==> src/rtl/serial_rx_fifo.sv <==
// serial_rx_fifo: 16x-oversampled serial receiver that packs bytes into 32-bit words held in a show-ahead FIFO.
// Parameters: CLK_DIV clk cycles per oversample tick, DEPTH FIFO words (power of two), ADDR_W = log2(DEPTH).
// Ports: clk, reset (sync, active-low), rx (async serial in, idle high, 8N1 LSB first),
//   rd_en (pop), clr_err (clear sticky flags), data_out (head word), valid (not empty), full,
//   level (stored words), overrun / frame_err / parity_err (sticky error flags).
// Optional feature: define RX_PARITY_EN to receive an even-parity bit after the data bits;
//   without it the frame is 10 bits and parity_err is tied low.
module serial_rx_fifo #(
  parameter int CLK_DIV = 27,
  parameter int DEPTH   = 16,
  parameter int ADDR_W  = 4
) (
  input  logic              clk,
  input  logic              reset,
  input  logic              rx,
  input  logic              rd_en,
  input  logic              clr_err,
  output logic [31:0]       data_out,
  output logic              valid,
  output logic              full,
  output logic [ADDR_W:0]   level,
  output logic              overrun,
  output logic              frame_err,
  output logic              parity_err
);
  typedef enum logic [2:0] {IDLE, START, DATA, PARITY, STOP, WAIT_HIGH} state_t;
`ifdef RX_PARITY_EN
  localparam state_t AFTER_DATA = PARITY;
`else
  localparam state_t AFTER_DATA = STOP;
`endif
  localparam logic [15:0] DIV_MAX = 16'(CLK_DIV - 1);

  // rx_d is the previous synchronized sample, used only for falling-edge detection
  logic rx_s1, rx_s2, rx_d;
  always_ff @(posedge clk)
    if (!reset) {rx_s1, rx_s2, rx_d} <= 3'b111;
    else {rx_s1, rx_s2, rx_d} <= {rx, rx_s1, rx_s2};

  logic [15:0] div_cnt;
  logic tick;
  assign tick = div_cnt == DIV_MAX;
  always_ff @(posedge clk)
    if (!reset || tick) div_cnt <= 16'd0;
    else div_cnt <= div_cnt + 16'd1;

  state_t state, state_n;
  logic [3:0] tcnt;
  logic [2:0] bit_cnt;
  logic [7:0] shreg;
  logic mid_start, bit_end, accept, ferr;
  assign mid_start = tick && tcnt == 4'd7;
  assign bit_end = tick && tcnt == 4'd15;
`ifdef RX_PARITY_EN
  logic perr, par_bad;
`endif

  always_ff @(posedge clk)
    if (!reset) state <= IDLE;
    else state <= state_n;

  always_comb begin
    state_n = state;
    accept = 1'b0;
    ferr = 1'b0;
`ifdef RX_PARITY_EN
    perr = 1'b0;
`endif
    case (state)
      IDLE: if (rx_d && !rx_s2) state_n = START;
      START: if (mid_start) state_n = rx_s2 ? IDLE : DATA;
      DATA: if (bit_end && bit_cnt == 3'd7) state_n = AFTER_DATA;
`ifdef RX_PARITY_EN
      // even parity: the parity bit must equal the XOR of the data bits
      PARITY: if (bit_end) begin
        state_n = STOP;
        perr = rx_s2 != ^shreg;
      end
`endif
      STOP: if (bit_end) begin
        state_n = rx_s2 ? IDLE : WAIT_HIGH;
        ferr = !rx_s2;
`ifdef RX_PARITY_EN
        accept = rx_s2 && !par_bad;
`else
        accept = rx_s2;
`endif
      end
      WAIT_HIGH: if (rx_s2) state_n = IDLE;
      default: state_n = IDLE;
    endcase
  end

  // tcnt restarts at the start-bit centre so every later sample lands 16 ticks apart
  always_ff @(posedge clk)
    if (!reset) begin
      tcnt <= 4'd0;
      bit_cnt <= 3'd0;
      shreg <= 8'd0;
    end else begin
      tcnt <= (state == IDLE || (state == START && mid_start)) ? 4'd0 : tcnt + {3'd0, tick};
      bit_cnt <= (state == DATA) ? bit_cnt + {2'd0, bit_end} : 3'd0;
      if (state == DATA && bit_end) shreg <= {rx_s2, shreg[7:1]};
    end

`ifdef RX_PARITY_EN
  always_ff @(posedge clk)
    if (!reset) par_bad <= 1'b0;
    else par_bad <= (state == START) ? 1'b0 : par_bad | perr;
`endif

  // word is written to the FIFO the cycle after its 4th byte lands, so it is stable then
  logic [1:0] byte_cnt;
  logic [31:0] word;
  logic push_req;
  always_ff @(posedge clk)
    if (!reset) begin
      byte_cnt <= 2'd0;
      word <= 32'd0;
      push_req <= 1'b0;
    end else begin
      push_req <= accept && byte_cnt == 2'd3;
      if (accept) begin
        word[{byte_cnt, 3'b000} +: 8] <= shreg;
        byte_cnt <= byte_cnt + 2'd1;
      end
    end

  logic [31:0] mem [DEPTH];
  logic [ADDR_W-1:0] wptr, rptr;
  logic pop, wr;
  assign pop = rd_en && valid;
  assign wr = push_req && (!full || pop);
  // level never exceeds DEPTH = 2**ADDR_W, so its MSB alone marks full
  assign valid = |level;
  assign full = level[ADDR_W];
  assign data_out = valid ? mem[rptr] : 32'd0;

  always_ff @(posedge clk)
    if (wr) mem[wptr] <= word;

  always_ff @(posedge clk)
    if (!reset) begin
      wptr <= '0;
      rptr <= '0;
      level <= '0;
    end else begin
      wptr <= wptr + {{(ADDR_W-1){1'b0}}, wr};
      rptr <= rptr + {{(ADDR_W-1){1'b0}}, pop};
      level <= level + {{ADDR_W{1'b0}}, wr} - {{ADDR_W{1'b0}}, pop};
    end

  // a new error event outranks clr_err in the same cycle
  always_ff @(posedge clk)
    if (!reset) begin
      overrun <= 1'b0;
      frame_err <= 1'b0;
    end else begin
      overrun <= (push_req && full && !pop) || (overrun && !clr_err);
      frame_err <= ferr || (frame_err && !clr_err);
    end

`ifdef RX_PARITY_EN
  always_ff @(posedge clk)
    if (!reset) parity_err <= 1'b0;
    else parity_err <= perr || (parity_err && !clr_err);
`else
  assign parity_err = 1'b0;
`endif
endmodule

==> config.mk <==
export PLATFORM = sky130hd
export DESIGN_NAME = serial_rx_fifo
export DESIGN_NICKNAME = d
export VERILOG_FILES = /design/src/rtl/serial_rx_fifo.sv
export SDC_FILE = /design/constraint.sdc
export NUM_CORES = 1
export LEC_CHECK = 0
export ABC_AREA = 1
export BUFFER_PORTS_ARGS = -buffer_cell sky130_fd_sc_hd__buf_2
export CORE_MARGIN = 2
export CORE_UTILIZATION = 63
export DETAILED_ROUTE_END_ITERATION = 6
export HOLD_SLACK_MARGIN = 0.02
export PLACE_DENSITY = 0.79
export SLEW_MARGIN = 20
export SYNTH_ARGS = -nofsm -noshare
export SYNTH_HDL_FRONTEND = slang
export SYNTH_SLANG_ARGS = --single-unit
==> constraint.sdc <==
create_clock -name clk -period 4.9 [get_ports clk]
set_input_delay 0.49 -clock clk [delete_from_list [all_inputs] [get_ports clk]]
set_output_delay 0.49 -clock clk [all_outputs]
set_load 0.01 [all_outputs]
==> results.yml <==
synthesis:
  ys_warn_count: 0
  synth_area_um2: 23700
  syn_area_per_cell_um2: 12.5
  synth-main-ff-cell: "edfxtp_1"
  yosysMostFrequentCell: "edfxtp_1"
  synthTopCellsByCount: "512 x edfxtp_1, 367 x nor2_1, 307 x o21ai_0"
  yosys.area.top_type: "edfxtp_1"
  yosysTopAreaCellShare: 0.648
  async_flop_share: 0
  synth_edf_count: 512
  netlist_instances: 1904
  ys_top_cells_by_area: "edfxtp_1 65%, dfxtp_1 7.3%, o21ai_0 6.5%"
  synthDistinctLibCells: 43
  yosysSeqAreaShare: 0.722
  ys_ff_latch: 599
  synth_nets: 1930
global_route:
  grt_max_degree: 132
  grt_first_pass_wirelength_mm: 86.6
  grt_overflow_total: 0
  track_usage: 0.296
  grt_pass1_vias: 15200
  antenna_found_initial: 1
clock_network:
  htree_levels: 2
  cts.clk_slew.worst_paths_ns: 0.06
  holdBufCountCts: 0
  post_cts_buffers: 0
  cts_sinks: 599
  cts_tree: "built"
  clkLatencyLatePin_ns: 0.60
  clockBufferDepth: 3
  numCtsBuffers: 57
  root_buffer: "clkbuf_16"
  cts_resized: 0
final_layout:
  nets: 1943
  multi_input_area_um2: 5920
  drive_above_1_share: 0.107
  syn2layout_area_growth_pct: 11.0
  final_util: 0.704
  area.sequential_um2: 17100
  fin_cells: 2477
  antennaDiodeCount: 0
  fill_cells: 2436
outcome:
  outcome: "complete, no violations"
place:
  place.port_buffers: 45
  dp.cells: 2369
  dp_hpwl_mm: 30.1
  place_congestion: 0.899
timing:
  finalClockSkew_ns: 0.0242
  rsz0062_at_grt: "no"
  maxSlewViolCount: 0
  setup_tns_ns: 0
  min_period_ns: 3.93
  fmax_ghz: 0.254
  tightest_slew_ns: 1.04
  slew_headroom: 0.306
  post-route-period-util: 0.802
  hold_violations: 0
  setup_viol: 0
power_and_ir_drop:
  peakVddDrop_mv: 0.370
  powerDensity_nw_per_um2: 467
  leakagePower_nw: 10.0
job:
  drv_cap: 0
drt:
  drt_iter0_markers: 1982
  ant_nets: 0
  drc: 0
  avgRoutedWirePerCell_um: 23.1
  wl_mm: 57.3
  routed-via-count: 15800
  vias_per_cell: 6.40
  firstDrtPassIters: 6
setup_path:
  crit_fanout: 131
  critical_path.max_stage_delay_ns: 0.75
  worstPathRequired_ns: 4.41
  critPathKind: "reg2out"
  cp_slowest_cell: "inv_6"
  critical_path.cell_chain: "inv_6 > buf_4 > o21ai_0 > o221ai_1 > o211ai_1 > a21oi_1 > buf_2"
  cp.arrival_ns: 3.44
  critical_path_buf_inv_count: 3
  crit_path_start_kind: "flip-flop"
  critPathCaptureType: "output pin"
  cpLargestDelayFamily: "buffers and inverters"
floorplanning:
  chipWidth_um: 198
  top_level_ports: 47
  rows: 71
  die_area_um2: 39200
  die_h_um: 198
  fp.coreArea_um2: 37400
  start_util: 0.634
min_path:
  hold_class: "in2reg"
-- final cells by class --
| type | instances | area share |
|---|---|---|
| sequential | 599 | 0.651 |
| clock inverter | 19 | 0.00409 |
| multi-input combinational | 1109 | 0.225 |
| tap | 511 | 0.0243 |
| clock buffer | 89 | 0.0669 |
| inverter | 76 | 0.0114 |
| timing repair buffer | 74 | 0.0178 |
-- cell families after synthesis --
logic type,after synthesis,share of synthesized area
buffers and inverters,196,0.0341
XOR/XNOR,7,0.00258
flip-flops,599,0.722
adder cells (fa/ha/maj),21,0.0114
AND/OR/NAND/NOR,534,0.0947
other,1,0.000158
AO/OA/AOI/OAI,546,0.135
-- worst paths after layout --
kind | start | end | cells past startpoint | slack [ns]
max | rptr[0] | data_out[16] | 7 | 0.97
min | rx | rx_s1 | 2 | 0.07
max reg2reg | level[2] | level[4] | 17 | 1.77
min reg2reg | rx_s1 | rx_s2 | 1 | 0.42
-- stage by stage --
| stage | instance area [um^2] | hold WS [ns] | setup slack (ns) | total power, mW |
|---|---|---|---|---|
| 2_1_floorplan | 23700 | 0.393 | 2.09 | 7.33 |
| 3_3_place_gp | 24500 | 0.401 | 1.68 | 7.90 |
| 3_5_place_dp | 24500 | 0.405 | 1.68 | 8.01 |
| 4_1_cts | 26300 | 0.0488 | 1.03 | 12.3 |
| 5_1_grt | 26300 | 0.0715 | 0.843 | 12.8 |
| 6_report | 26300 | 0.0697 | 0.969 | 12.3 |
-- power by group --
group	switching, mW	internal [mW]	leakage, nW
Sequential	0.122	5.48	6.63
Combinational	1.61	0.764	2.46
Clock	1.85	2.47	0.925
-- registers in the layout (all words and copies together) (netlist names), 4 cells and up --
| name | cells |
|---|---|
| mem | 512 |
| word | 32 |
| div_cnt | 16 |
| shreg | 8 |
| level | 5 |
| rptr | 4 |
| tcnt | 4 |
| wptr | 4 |
-- cells in the final DEF (no fill, tap or decap), drive strengths merged, types with 51 or more instances in the layout --
| cell | synthesis | routed |
|---|---|---|
| edfxtp | 512 | 512 |
| nor2 | 371 | 371 |
| o21ai | 310 | 310 |
| clkbuf | 84 | 89 |
| dfxtp | 87 | 87 |
| o221ai | 77 | 77 |
| buf | 36 | 74 |
| inv | 70 | 70 |
| a21oi | 66 | 66 |
| nand2 | 60 | 60 |
| nand3 | 56 | 56 |
| o211ai | 51 | 51 |
-- worst register-to-register path, stage by stage, from the launching register on --
cell and delay, ns:
dfxtp_1 0.36, inv_1 0.07, ha_1 0.20, nand2_1 0.11
nor3_4 0.04, buf_4 0.34, nor2_1 0.25, inv_1 0.08
nor2_1 0.22, inv_1 0.11, nand2_1 0.08, ha_1 0.18
inv_1 0.07, fa_1 0.44, nor3_1 0.20, a211oi_1 0.08
o21ai_0 0.15, a21oi_1 0.06
-- metal layers --
metal	track usage	vias up	wire length, um	share of wire
met4	0.110	2	1830	0.032
met5	0	-	8	0.00014
li1	-	7065	-	-
met3	0.0605	168	6150	0.11
met1	0.413	7640	22100	0.39
met2	0.467	969	27200	0.48
No activity file was read; power rests on OpenSTA's default activity.
